`config.mk`:
```
export PLATFORM = sky130hd
export DESIGN_NAME = router_oport_arb_flat
export DESIGN_NICKNAME = d
export VERILOG_FILES = /design/src/rtl/router_oport_arb_if.sv /design/src/rtl/router_oport_arb.sv /design/src/flat_wrapper.sv
export SDC_FILE = /design/constraint.sdc
export NUM_CORES = 1
export LEC_CHECK = 0
export ABC_AREA = 0
export CORE_MARGIN = 2
export CORE_UTILIZATION = 40
export DETAILED_ROUTE_END_ITERATION = 8
export GPL_TIMING_DRIVEN = 0
export PLACE_DENSITY = 0.65
export SETUP_SLACK_MARGIN = 0.1
export SLEW_MARGIN = 15
export SYNTH_ARGS = -nofsm -noshare
export SYNTH_HDL_FRONTEND = slang
export SYNTH_SLANG_ARGS = --single-unit
```
`constraint.sdc`:
```
create_clock -name clock -period 13.4 [get_ports clock]
set_clock_uncertainty 0.2 [all_clocks]
set_input_delay 3.35 -clock clock [delete_from_list [all_inputs] [get_ports clock]]
set_output_delay 3.35 -clock clock [all_outputs]
set_load 0.01 [all_outputs]
```
`src/rtl/router_oport_arb_if.sv`:
```
// router_oport_arb_if: requester-side inputs and forwarded outputs of one router output port
interface router_oport_arb_if;
  logic [15:0] req;
  logic [15:0] din;
  logic [15:0] frame_n;
  logic [15:0] valid_n;
  logic [15:0] grant;
  logic [3:0]  grant_id;
  logic        busy_n;
  logic        dout;
  logic        frameo_n;
  logic        valido_n;
  logic        timeout;
  modport master (
    output req, din, frame_n, valid_n,
    input  grant, grant_id, busy_n, dout, frameo_n, valido_n, timeout
  );
  modport slave (
    input  req, din, frame_n, valid_n,
    output grant, grant_id, busy_n, dout, frameo_n, valido_n, timeout
  );
endinterface

```
`src/rtl/router_oport_arb.sv`:
```
// router_oport_arb: 16-way round-robin output-port arbiter with serial forwarding; ROUTER_OPORT_ARB_TIMEOUT_EN enables idle-data forced release
module router_oport_arb #(
  parameter int TIMEOUT_CYCLES = 256
) (
  input logic               clock,
  input logic               reset_n,
  router_oport_arb_if.slave bus
);
  localparam logic [1:0] IDLE = 2'd0, XFER = 2'd1, RELEASE = 2'd2;
  logic [1:0] state;
  logic [3:0] last_ptr, pick;
  logic       started, fin, to_hit;
  if (TIMEOUT_CYCLES < 2 || TIMEOUT_CYCLES > 65535) begin : g_bad_timeout
    $error("TIMEOUT_CYCLES must be within 2..65535");
  end
  // rotating priority: the lowest offset above last_ptr wins, so scan offsets from high to low
  always_comb begin
    pick = '0;
    for (int k = 16; k >= 1; k--)
      if (bus.req[last_ptr + 4'(k)]) pick = last_ptr + 4'(k);
  end
  assign fin = state == XFER && started && bus.frame_n[bus.grant_id];
`ifdef ROUTER_OPORT_ARB_TIMEOUT_EN
  logic [15:0] idle_cnt;
  assign to_hit = state == XFER && bus.valid_n[bus.grant_id] && idle_cnt == 16'(TIMEOUT_CYCLES - 1);
  // consecutive owner cycles without valid data; zero outside XFER so every grant starts fresh
  always_ff @(posedge clock or negedge reset_n)
    if (!reset_n) idle_cnt <= '0;
    else idle_cnt <= (state == XFER && bus.valid_n[bus.grant_id]) ? idle_cnt + 16'd1 : '0;
`else
  assign to_hit = 1'b0;
`endif
  // arbitration, one-cycle forwarding and the single release cycle
  always_ff @(posedge clock or negedge reset_n)
    if (!reset_n) begin
      state        <= IDLE;
      last_ptr     <= 4'd15;
      started      <= 1'b0;
      bus.grant    <= '0;
      bus.grant_id <= '0;
      bus.busy_n   <= 1'b1;
      bus.dout     <= 1'b0;
      bus.frameo_n <= 1'b1;
      bus.valido_n <= 1'b1;
      bus.timeout  <= 1'b0;
    end else begin
      bus.timeout <= 1'b0;
      case (state)
        IDLE: if (|bus.req) begin
          state        <= XFER;
          started      <= 1'b0;
          bus.grant    <= 16'd1 << pick;
          bus.grant_id <= pick;
          bus.busy_n   <= 1'b0;
        end
        XFER: begin
          bus.dout     <= bus.din[bus.grant_id];
          bus.frameo_n <= bus.frame_n[bus.grant_id];
          bus.valido_n <= bus.valid_n[bus.grant_id];
          if (!bus.frame_n[bus.grant_id]) started <= 1'b1;
          if (fin || to_hit) begin
            state        <= RELEASE;
            last_ptr     <= bus.grant_id;
            bus.timeout  <= to_hit;
            bus.grant    <= '0;
            bus.grant_id <= '0;
            bus.busy_n   <= 1'b1;
          end
        end
        default: begin
          state        <= IDLE;
          bus.dout     <= 1'b0;
          bus.frameo_n <= 1'b1;
          bus.valido_n <= 1'b1;
        end
      endcase
    end
endmodule

```
`src/flat_wrapper.sv`:
```
// flat-port wrapper written by rule: the top's interface ports become plain ports
module router_oport_arb_flat 
#(
  parameter int TIMEOUT_CYCLES = 256
)
  (clock, reset_n, bus_req, bus_din, bus_frame_n, bus_valid_n, bus_grant, bus_grant_id, bus_busy_n, bus_dout, bus_frameo_n, bus_valido_n, bus_timeout);
  router_oport_arb_if bus_i ();
  input logic clock;
  input logic reset_n;
  input wire logic [$bits(bus_i.req)-1:0] bus_req;
  input wire logic [$bits(bus_i.din)-1:0] bus_din;
  input wire logic [$bits(bus_i.frame_n)-1:0] bus_frame_n;
  input wire logic [$bits(bus_i.valid_n)-1:0] bus_valid_n;
  output wire logic [$bits(bus_i.grant)-1:0] bus_grant;
  output wire logic [$bits(bus_i.grant_id)-1:0] bus_grant_id;
  output wire logic [$bits(bus_i.busy_n)-1:0] bus_busy_n;
  output wire logic [$bits(bus_i.dout)-1:0] bus_dout;
  output wire logic [$bits(bus_i.frameo_n)-1:0] bus_frameo_n;
  output wire logic [$bits(bus_i.valido_n)-1:0] bus_valido_n;
  output wire logic [$bits(bus_i.timeout)-1:0] bus_timeout;
  assign bus_i.req = bus_req;
  assign bus_i.din = bus_din;
  assign bus_i.frame_n = bus_frame_n;
  assign bus_i.valid_n = bus_valid_n;
  assign bus_grant = bus_i.grant;
  assign bus_grant_id = bus_i.grant_id;
  assign bus_busy_n = bus_i.busy_n;
  assign bus_dout = bus_i.dout;
  assign bus_frameo_n = bus_i.frameo_n;
  assign bus_valido_n = bus_i.valido_n;
  assign bus_timeout = bus_i.timeout;
  router_oport_arb #(.TIMEOUT_CYCLES(TIMEOUT_CYCLES)) u_core (.clock(clock), .reset_n(reset_n), .bus(bus_i));
endmodule
```
=== Word-level counts from Yosys, hierarchy flattened ===
Index checks and enable logic that the tools add are counted.

* Output and inout bits: 25
* Logic and storage cells: 126
* Bits in writable memories: 0
* Memories kept: 0
* Flip-flop bits (word level): 31
* Bits of input ports: 66
* Latch bits: 0
* Memory bits (read-only): 0

* Bitwise gates (word level): 0
* Reductions and logical operators: 9
* Add/sub/neg operators: 15
* Div/mod/pow operators: 0
* Equal/unequal tests: 4
* $mul: 0
* $lt $le $gt $ge: 17
* Mux-type cells: 71
* Shifts and indexed selects: 1

{| class="wikitable"
|+ Operator list
! kind !! number
|-
| < comparator 4 x 5 -> 1 bit (second input constant) || 17
|-
| binary-select mux 1 bit (select 4 bit) || 19
|-
| two-way mux 4 bit || 18
|-
| adder 4 bit (second input constant) || 8
|-
| two-way mux 16 bit || 2
|-
| one-hot mux 16 bit (2 select lines) || 1
|-
| two-way mux 1 bit || 22
|-
| adder 4 x 3 -> 4 bit (second input constant) || 4
|-
| OR reduction 16 bit || 1
|-
| << shifter 1 x 4 -> 16 bit (first input constant) || 1
|-
| one-hot mux 1 bit (2 select lines) || 5
|-
| adder 4 x 2 -> 4 bit (second input constant) || 2
|-
| one-hot mux 4 bit (2 select lines) || 1
|-
| AND reduction 3 bit || 2
|-
| adder 4 x 1 -> 4 bit (second input constant) || 1
|-
| two-way mux 2 bit || 2
|-
| inequality test 2 x 1 -> 1 bit (second input constant) || 2
|-
| one-hot mux 2 bit (2 select lines) || 1
|-
| AND reduction 2 bit || 2
|-
| == test 2 x 1 -> 1 bit (second input constant) || 1
|-
| logical AND 1 bit || 2
|-
| zero test 2 bit || 1
|-
| inequality test 2 bit (second input constant) || 1
|-
| nonzero test 2 bit || 1
|}

=== Longest topological paths before layout ===
Gate-level depths: netlist of run 1.

* Depth after elaboration: 21
* Gate-level depth with buffers: 15
* Gate-level depth less buffers: 10

=== Worst setup path before layout of run 1 ===
Ideal clock, no wire load.

* Path kind: input to register
* Start: input bus_req[15]
* End: register u_core.bus.grant[0]
* Data required time: 13.090 ns
* Setup slack: 7.287 ns
* Arrival: 5.803 ns
* Path buffers: 0
* Cell stages on the path: 7
* Path through: mux4_1 mux4_2 a2111oi_4 a2bb2oi_2 o21ai_2 a221o_1 o41ai_1

* Longest elaborated chain between the ends: 21
* Elaborated cells between the ends (all ways): 54

{| class="wikitable"
|+ RTL lines
! item !! line !! source
|-
| start, declared || flat_wrapper.sv:10 || <nowiki>input wire logic [$bits(bus_i.req)-1:0] bus_req;</nowiki>
|-
| binary-select mux 1 bit (select 4 bit) || router_oport_arb.sv:20 || <nowiki>if (bus.req[last_ptr + 4'(k)]) pick = last_ptr + 4'(k);</nowiki>
|-
| two-way mux 1 bit (not written as such) || router_oport_arb.sv:20 ||
|-
| two-way mux 4 bit (16 in series) || router_oport_arb.sv:20 ||
|-
| << shifter 1 x 4 -> 16 bit || router_oport_arb.sv:52 || <nowiki>bus.grant <= 16'd1 << pick;</nowiki>
|-
| two-way mux 16 bit || router_oport_arb.sv:49 || <nowiki>IDLE: if (|bus.req) begin</nowiki>
|-
| one-hot mux 16 bit (2 select lines) || router_oport_arb.sv:48 || <nowiki>case (state)</nowiki>
|-
| end signal, assigned || router_oport_arb.sv:52 ||
|-
| end, declared || router_oport_arb_if.sv:20 || <nowiki>output grant, grant_id, busy_n, dout, frameo_n, valido_n, timeout</nowiki>
|}

Several ways; a longest one is shown, not always the timed one. The select of a mux whose other input is x is not followed.
A chain may end at the register's enable or synchronous reset.

=== Worst setup path in the final report of run 1 ===
* Start: input bus_req[11]
* End: register u_core.bus.grant[4]

The elaborated chain is that of the path after synthesis.

==> flow_summary_export.csv, run 1 <==
group,metric,value,unit
cts,clk_latency,0.28,ns
cts,cts_buffers,5,
layout,diodes,0,
floorplan,die_h,104.0,um
setup_path,critical_path_buf_inv_count,1,
cts,cts.clk_slew.worst_paths,0.07,ns
timing,slew_headroom,0.3799,
yosys,synth-xor-area-share,0.03471,
routing,routed_wl,12710,um
layout,regArea,784.5,um^2
layout,multi_input_area,3059,um^2
global_route,top_usage_layer,"met2",
global_route,grt_pass1_wl,20490,um
global_route,overflow,0,
yosys,synth_top_area_frac,0.2477,
worst_hold_path,hold_path.class,"reg -> reg",
cts,cts.repair.resized,0,
cts,cts_buffer_depth,2,
routing,wl_per_cell,20.66,um
cts,hold_buffers,0,
routing,drtPass1Iterations,5,
yosys,synth_fp_nets,458,
routing,drc,0,
yosys,synthCells,385,
cts,cts.sinks,31,
setup_path,slowest_stage,"o31ai_2",
yosys,yosysWarnings,0,
cts,htreeDepth,2,
placed_design,portBuffers,89,
setup_path,critPathTopFamily,"compound AO/OA/AOI/OAI gates",
yosys,synth_edf_count,0,
setup_path,critPathCaptureType,"register",
routing,post_drt_via_cell_ratio,6.416,
yosys,async_flop_share,1.000,
floorplan,io_pins,91,
placed_design,gp_congestion,0.9446,
global_route,antenna_found_initial,0,
yosys,ys_seq_elements,31,
setup_path,path_class,"in -> reg",
timing,layout_min_cycle_time,7.090,ns
setup_path,required,13.32,ns
yosys,synth-simple-area-share,0.1107,
global_route,grt_max_degree,32,
floorplan,fp-row-count,36,
floorplan,core,9729,um^2
setup_path,cp-start-kind,"input pin",
yosys,syn_area,4001,um^2
timing,rsz0062_at_grt,"no",
yosys,synth_flop_cell,"dfrtp_1",
yosys,yosysSeqAreaShare,0.1961,
layout,fillers,886,
routing,antenna_left,0,
timing,setup_viol,0,
global_route,grt_use_total,0.2332,
setup_path,cp_max_fo,9,
yosys,syn_area_per_cell,10.39,um^2
global_route,grtUsageMet1,0.3114,
yosys,synthAdderAreaFrac,0.02189,
floorplan,die_w,104.0,um
setup_path,cpMostUsedCell,"mux2i_1",
layout,area_delta_synth_final,29.24,%
cts,cts_tree,"yes",
layout,drive_gt1_frac,0.2033,
setup_path,path_cells,"clkdlybuf4s50_1, mux4_2, mux2i_1, mux2i_1, a221o_1, a211o_1, o31ai_2, o41ai_1",
routing,via_count,3946,
yosys,yosys.area.top_type,"mux4_2",
layout,finalNetCount,554,
yosys,synth_compound_area_frac,0.2054,
timing,finalMaxSlewViolations,0,
yosys,synth_top_family_by_area,"multiplexers",
setup_path,slowest_delay,0.69,ns
cts,cts-root-buf,"clkbuf_8",
global_route,globalRouteMet3Util,0.04073,
routing,first_iter_violations,353,
run_status,status,"completed",
cts,cts_setup_buffers,0,
yosys,synth_cell_type_count,69,
yosys,synth.area.top_cells,"mux4_2 (25%), dfrtp_1 (15%), mux2i_1 (7.0%)",
setup_path,worstPathArrival,7.01,ns
timing,worst_pin_slew,0.9201,ns
floorplan,dieArea,10820,um^2
placed_design,hpwl,9873,um
timing,clock.fmax,0.1410,GHz
yosys,synth.mux.area_fraction,0.3909,
global_route,first_global_vias,3899,
floorplan,start_util,0.4113,
global_route,grt_use_met2,0.3966,
timing,finalSetupTns,0,ns
run,max-cap-violations,0,
timing,fin_crit_sh,0.5291,
timing,finalHoldViolations,0,
## cells by family (layout without fill, tap and decap cells)
group           count (synthesis)  after routing
mux                            94             94
simple gates                   98             98
buf+inv                        36            133
flops                          31             31
compound gates                103            103
fa+ha+maj                       7              7
xor+xnor                       15             15
other cells                     1              1
## worst paths after layout
path | from | endpoint | slack [ns] | cells after the start
hold / removal | u_core.state[1] | u_core.bus.dout | 0.27 | 1
max in group asynchronous | reset_n | u_core.state[0] | 9.65 | 1
min in group asynchronous | reset_n | u_core.bus.grant[2] | 2.91 | 1
setup reg to reg | u_core.last_ptr[1] | u_core.bus.grant[4] | 7.29 | 12
setup / recovery | bus_req[11] | u_core.bus.grant[4] | 6.31 | 8
hold reg to reg | u_core.state[1] | u_core.bus.dout | 0.27 | 1
## registers in the layout, indices dropped and copies added, names as in the netlist, 2 cells and up
signal and cells:
u_core.last_ptr 4, u_core.bus.grant_id 4, u_core.bus.grant 16, u_core.state 2
## routing by layer
metal  vias to the layer above  share of wire
li1                       1752              -
met1                      1955           0.41
met2                       225           0.49
met3                        14          0.086
met4                         0          0.014
met5                         -              0
## area by class of cell
cell class              count  share of cell area
clock inverters             2            0.006775
well taps                 133             0.03218
plain buffers              23             0.02105
repair buffers             89              0.1713
flip-flops and latches     31              0.1517
multi-input cells         318              0.5916
inverters                  13            0.009436
clock buffers               6             0.01597
## synthesized netlist by cell type, types with 4 or more instances
cell type,instances
dfstp_2,7
o22ai_1,5
ha_1,7
clkbuf_1,13
mux2i_1,28
a211oi_1,4
o41ai_1,17
nor2_1,16
o221ai_1,4
mux4_2,44
nor2b_1,6
xnor2_1,11
inv_1,10
a22o_1,4
o211ai_1,5
nand2_1,51
buf_2,6
o21ai_0,10
mux2_2,19
dfrtp_1,24
a21oi_1,14
nand2b_1,4
## metrics by stage
step / setup slack, ns / instance area (um^2) / hold WS [ns] / util / cells
2_1_floorplan: 7.287 / 4001 / 0.2266 / - / 385
3_5_place_dp: 6.056 / 5054 / 0.2572 / 0.5194 / 607
5_1_grt: 6.100 / 5171 / 0.2885 / 0.5315 / 615
4_1_cts: 6.353 / 5171 / 0.2644 / 0.5315 / 615
6_report: 6.310 / 5171 / 0.2651 / 0.5315 / 615
3_3_place_gp: 6.116 / 5059 / 0.2488 / 0.5199 / 607
## cell usage in the layout (no fill, tap or decap), types with 11 or more instances in the layout
cell type,netlist,layout
clkdlybuf4s50_1,0,88
nand2_1,51,51
mux4_2,44,44
mux2i_1,28,28
dfrtp_1,24,24
mux2_2,19,19
o41ai_1,17,17
nor2_1,16,16
a21oi_1,14,14
clkbuf_1,13,13
xnor2_1,11,11
Power of run 1 is not shown: default switching activity piles up to over one toggle a cycle in this logic, so the estimate is an artifact.
==> run 2: changes to the inputs <==
PLACE_DENSITY = 0.68   (was 0.65)
clock period = 6.28 ns   (was 13.4 ns; I/O delays follow)
==> run 2 against run 1 <==
Net effect: hold slack got worse by 0.0077 ns; sequential share of layout area rose by 0.096 points; wire length fell by 1.5%; first-iteration DRC count fell by 9.9%; cell count did not move; register-to-register slack got worse by 6.8 ns; clock-buffer cell count rose by 1; critical path depth rose by 4; via count rose by 0.25%; cell area fell by 0.63%; non-clock buffer count did not move; highest routed layer unchanged.
==> flow_summary_export.csv, run 2 (same netlist as run 1, synthesis figures left out) <==
group,metric,value,unit
routing,drtPass1Iterations,5,
setup_path,critPathCaptureType,"register",
global_route,antenna_found_initial,0,
global_route,grt_max_degree,32,
setup_path,slowest_stage,"dfstp_2",
timing,finalHoldViolations,0,
floorplan,io_pins,91,
timing,worst_pin_slew,0.8905,ns
cts,cts-root-buf,"clkbuf_8",
placed_design,dp.cells,607,
floorplan,die_h,104.0,um
cts,htreeDepth,2,
setup_path,required,6.21,ns
timing,setup_viol,0,
setup_path,critPathTopFamily,"buffers and inverters",
placed_design,portBuffers,89,
layout,diodes,0,
run,max-cap-violations,0,
routing,first_iter_violations,318,
run_status,status,"completed",
cts,cts_tree,"yes",
layout,area_delta_synth_final,28.42,%
layout,final_cells,615,
timing,clock.fmax,0.1713,GHz
timing,finalMaxSlewViolations,0,
routing,drc,0,
placed_design,hpwl,9685,um
setup_path,critical_path_buf_inv_count,4,
global_route,grt_use_total,0.2283,
cts,cts.sinks,31,
timing,slew_headroom,0.3998,
cts,cts_setup_buffers,0,
layout,largest_register_ffs,16,
worst_hold_path,hold_path.class,"reg -> reg",
setup_path,worstPathArrival,5.77,ns
setup_path,cp-start-kind,"register",
global_route,grt_pass1_wl,20070,um
global_route,overflow,0,
setup_path,path_class,"reg -> reg",
placed_design,gp_congestion,0.9298,
routing,routed_wl,12510,um
routing,post_drt_via_cell_ratio,6.433,
routing,wl_per_cell,20.35,um
layout,fillers,932,
floorplan,dieArea,10820,um^2
floorplan,core,9729,um^2
global_route,first_global_vias,3850,
layout,drive_gt1_frac,0.2012,
routing,antenna_left,0,
floorplan,fp-row-count,36,
layout,finalNetCount,554,
layout,mostFrequentLayoutCells,"clkdlybuf4s50_1 (88), nand2_1 (51), mux4_2 (44)",
setup_path,cpMostUsedCell,"clkbuf_1",
layout,regMostFlops,"u_core.bus.grant",
timing,finalSetupTns,0,ns
timing,rsz0062_at_grt,"no",
layout,fin_util,0.5282,
cts,cts.clk_slew.worst_paths,0.06,ns
floorplan,die_w,104.0,um
layout,final_common_cell,"clkdlybuf4s50_1",
setup_path,cp_max_fo,11,
routing,via_count,3956,
cts,cts_buffer_depth,2,
cts,clk_latency,0.28,ns
floorplan,start_util,0.4113,
setup_path,slowest_delay,0.65,ns
timing,fin_crit_sh,0.9298,
layout,reg.largest.list,"u_core.bus.grant: 16 flops, u_core.bus.grant_id: 4 flops, u_core.last_ptr: 4 flops",
setup_path,path_cells,"clkbuf_1, clkinv_1, ha_1, buf_2, clkbuf_1, mux4_2, mux2i_2, mux2i_1, a221o_1, a211o_1, o31ai_2, o41ai_1",
timing,layout_min_cycle_time,5.839,ns
cts,cts_buffers,5,
[run 2: cell count changes in the layout (fill, tap and decap cells not counted), sizes merged]
| cell | previous run | this run |
|---|---|---|
| clkbuf | 19 | 20 |
| bufinv | 1 | 0 |
[run 2: through the flow]
stage / hold slack, ns / worst slack (ns) / area [um^2]
2_1_floorplan: 0.2266 / 1.638 / 4001
3_3_place_gp: 0.2583 / 0.4287 / 5059
3_5_place_dp: 0.2447 / 0.3288 / 5054
4_1_cts: 0.2559 / 0.3030 / 5135
5_1_grt: 0.2869 / 0.1422 / 5139
6_report: 0.2574 / 0.4410 / 5139
[run 2: worst paths after layout]
check                              startpoint                    to  slack, ns  depth (start not counted)
max                        u_core.last_ptr[1]  u_core.bus.grant[14]       0.44                         12
min                           u_core.state[1]       u_core.bus.dout       0.26                          1
max reg2reg                u_core.last_ptr[1]  u_core.bus.grant[14]       0.44                         12
min reg2reg                   u_core.state[1]       u_core.bus.dout       0.26                          1
max in group asynchronous             reset_n       u_core.bus.dout       4.33                          1
min in group asynchronous             reset_n   u_core.bus.grant[2]       1.12                          1
[run 2: worst register-to-register path, cell delays in order (launching register included)]
cell and delay, ns:
dfstp_2 0.65, clkbuf_1 0.44, clkinv_1 0.50, ha_1 0.44, buf_2 0.23, clkbuf_1 0.46, mux4_2 0.46, mux2i_2 0.45
mux2i_1 0.30, a221o_1 0.43, a211o_1 0.31, o31ai_2 0.63, o41ai_1 0.19
[run 2: metal layers]
layer | vias to the layer above | GRT usage | part of all wire
li1 | 1744 | - | -
met2 | 235 | 0.3877 | 0.48
met3 | 29 | 0.03070 | 0.079
met4 | 0 | 0.05985 | 0.025
met5 | - | 0 | 0
met1 | 1948 | 0.3077 | 0.41
[run 2: area by class of cell]
class                      instances  area [um^2]  share of cell area
multi-input combinational        318         3063              0.5961
timing repair buffer              89        885.9              0.1724
clock inverter                     1        5.005           0.0009739
tap                              133        166.4             0.03238
sequential                        31        784.5              0.1527
inverter                          13        48.80            0.009496
buffer                            23        108.9             0.02118
clock buffer                       7        76.32             0.01485
[run 2: timing repair]
item / in CTS / in global routing
hold buffers: 0 / 0
resized for setup: 0 / 1
endpoints found under the setup margin: 0 / 18
Power of run 2 is left out for the same reason.
==> run 3: changes to the inputs <==
SLEW_MARGIN = 40   (was 15)
==> run 3 against run 2 <==
Net effect: cell area increased by 0.22%; die area is the same; wire length down 0.32%; cell count stayed put; fmax is 0.42% higher; register-to-register slack improved by 0.02 ns; hold slack about the same; first-iteration DRC count is 17% lower; critical endpoint is now u_core.bus.grant[11]; highest routed layer unchanged.
==> flow_summary_export.csv, run 3 (same netlist as run 1, synthesis figures left out) <==
group,metric,value,unit
layout,finalNetCount,554,
placed_design,dp.cells,607,
cts,cts-root-buf,"clkbuf_8",
layout,largest_register_ffs,16,
cts,cts_buffer_depth,2,
floorplan,start_util,0.4113,
layout,diodes,0,
run,max-cap-violations,0,
timing,rsz0062_at_grt,"no",
layout,final_cells,615,
routing,drc,0,
setup_path,worstPathArrival,5.77,ns
timing,finalSetupTns,0,ns
layout,reg.largest.list,"u_core.bus.grant: 16 flops, u_core.bus.grant_id: 4 flops, u_core.last_ptr: 4 flops",
cts,cts_buffers,5,
setup_path,critPathCaptureType,"register",
timing,clock.fmax,0.1720,GHz
timing,finalHoldViolations,0,
routing,routed_wl,12470,um
timing,setup_viol,0,
timing,finalMaxSlewViolations,0,
placed_design,hpwl,9685,um
routing,drtPass1Iterations,5,
cts,hold_buffers,0,
layout,final_common_cell,"clkdlybuf4s50_1",
timing,slew_headroom,0.4728,
placed_design,portBuffers,89,
global_route,grt_use_total,0.2283,
routing,post_drt_via_cell_ratio,6.408,
floorplan,io_pins,91,
timing,worst_pin_slew,0.7871,ns
cts,cts.sinks,31,
setup_path,cp-start-kind,"register",
placed_design,gp_congestion,0.9298,
floorplan,dieArea,10820,um^2
global_route,first_global_vias,3850,
setup_path,cp_max_fo,11,
floorplan,die_w,104.0,um
global_route,grt_pass1_wl,20070,um
routing,wl_per_cell,20.28,um
timing,layout_min_cycle_time,5.815,ns
routing,first_iter_violations,264,
cts,cts.clk_slew.worst_paths,0.06,ns
layout,mostFrequentLayoutCells,"clkdlybuf4s50_1 (88), nand2_1 (51), mux4_2 (44)",
timing,fin_crit_sh,0.9259,
layout,regMostFlops,"u_core.bus.grant",
cts,clk_latency,0.28,ns
floorplan,fp-row-count,36,
setup_path,required,6.24,ns
global_route,grt_max_degree,32,
setup_path,path_class,"reg -> reg",
global_route,antenna_found_initial,0,
floorplan,core,9729,um^2
routing,via_count,3941,
layout,area_delta_synth_final,28.71,%
floorplan,die_h,104.0,um
cts,cts_tree,"yes",
cts,htreeDepth,2,
run_status,status,"completed",
global_route,overflow,0,
worst_hold_path,hold_path.class,"reg -> reg",
routing,antenna_left,0,
layout,drive_gt1_frac,0.2012,
cts,cts_setup_buffers,0,
run 3: cell counts in the layout (fill, tap and decap cells not counted):
Identical to the previous run, type by type.
run 3: metrics by stage:
step                setup slack [ns]    util  hold slack, ns  instance area (um^2)
floorplan                      1.638       -          0.2266                  4001
CTS                           0.3030  0.5278          0.2559                  5135
global placement              0.4287  0.5199          0.2583                  5059
detailed placement            0.3288  0.5194          0.2447                  5054
finish                        0.4652  0.5293          0.2574                  5150
global route                  0.1444  0.5293          0.2869                  5150
run 3: layout make-up:
| type | instances | area [um^2] |
|---|---|---|
| Buffer | 23 | 108.9 |
| Clock buffer | 7 | 76.32 |
| Sequential cell | 31 | 784.5 |
| Multi-Input combinational cell | 318 | 3074 |
| Inverter | 13 | 48.80 |
| Clock inverter | 1 | 5.005 |
| Tap cell | 133 | 166.4 |
| Fill cell | 932 | 4579 |
| Timing Repair Buffer | 89 | 885.9 |
run 3: final timing paths:
| kind | from | to | slack [ns] | cells after the start |
|---|---|---|---|---|
| max in group asynchronous | reset_n | u_core.bus.dout | 4.32 | 1 |
| min reg2reg | u_core.state[1] | u_core.bus.dout | 0.26 | 1 |
| min | u_core.state[1] | u_core.bus.dout | 0.26 | 1 |
| max reg2reg | u_core.last_ptr[1] | u_core.bus.grant[11] | 0.47 | 13 |
| min in group asynchronous | reset_n | u_core.bus.grant[2] | 1.12 | 1 |
| max | u_core.last_ptr[1] | u_core.bus.grant[11] | 0.47 | 13 |
run 3: critical path: stages, from the launching register on:
cell	delay [ns]
dfstp_2	0.64
clkbuf_1	0.44
clkinv_1	0.50
ha_1	0.43
buf_2	0.23
clkbuf_1	0.44
mux4_2	0.45
mux2i_2	0.45
mux2i_1	0.29
a221o_1	0.43
a211o_1	0.31
o221a_1	0.26
o31a_2	0.18
o41ai_1	0.41
run 3: per-layer routing:
layer / wire [um] / track usage / vias to the layer above / share of wire
met2: 6045 / 0.3877 / 240 / 0.48
li1: - / - / 1748 / -
met3: 1080 / 0.03070 / 26 / 0.087
met1: 5069 / 0.3077 / 1927 / 0.41
met5: 0 / 0 / - / 0
met4: 279 / 0.05985 / 0 / 0.022
run 3: what timing repair did:
action,4_1_cts,5_1_grt
endpoints found under the hold margin,0,0
resized for setup,0,1
setup endpoints to repair,0,18
Power of run 3 is left out for the same reason.
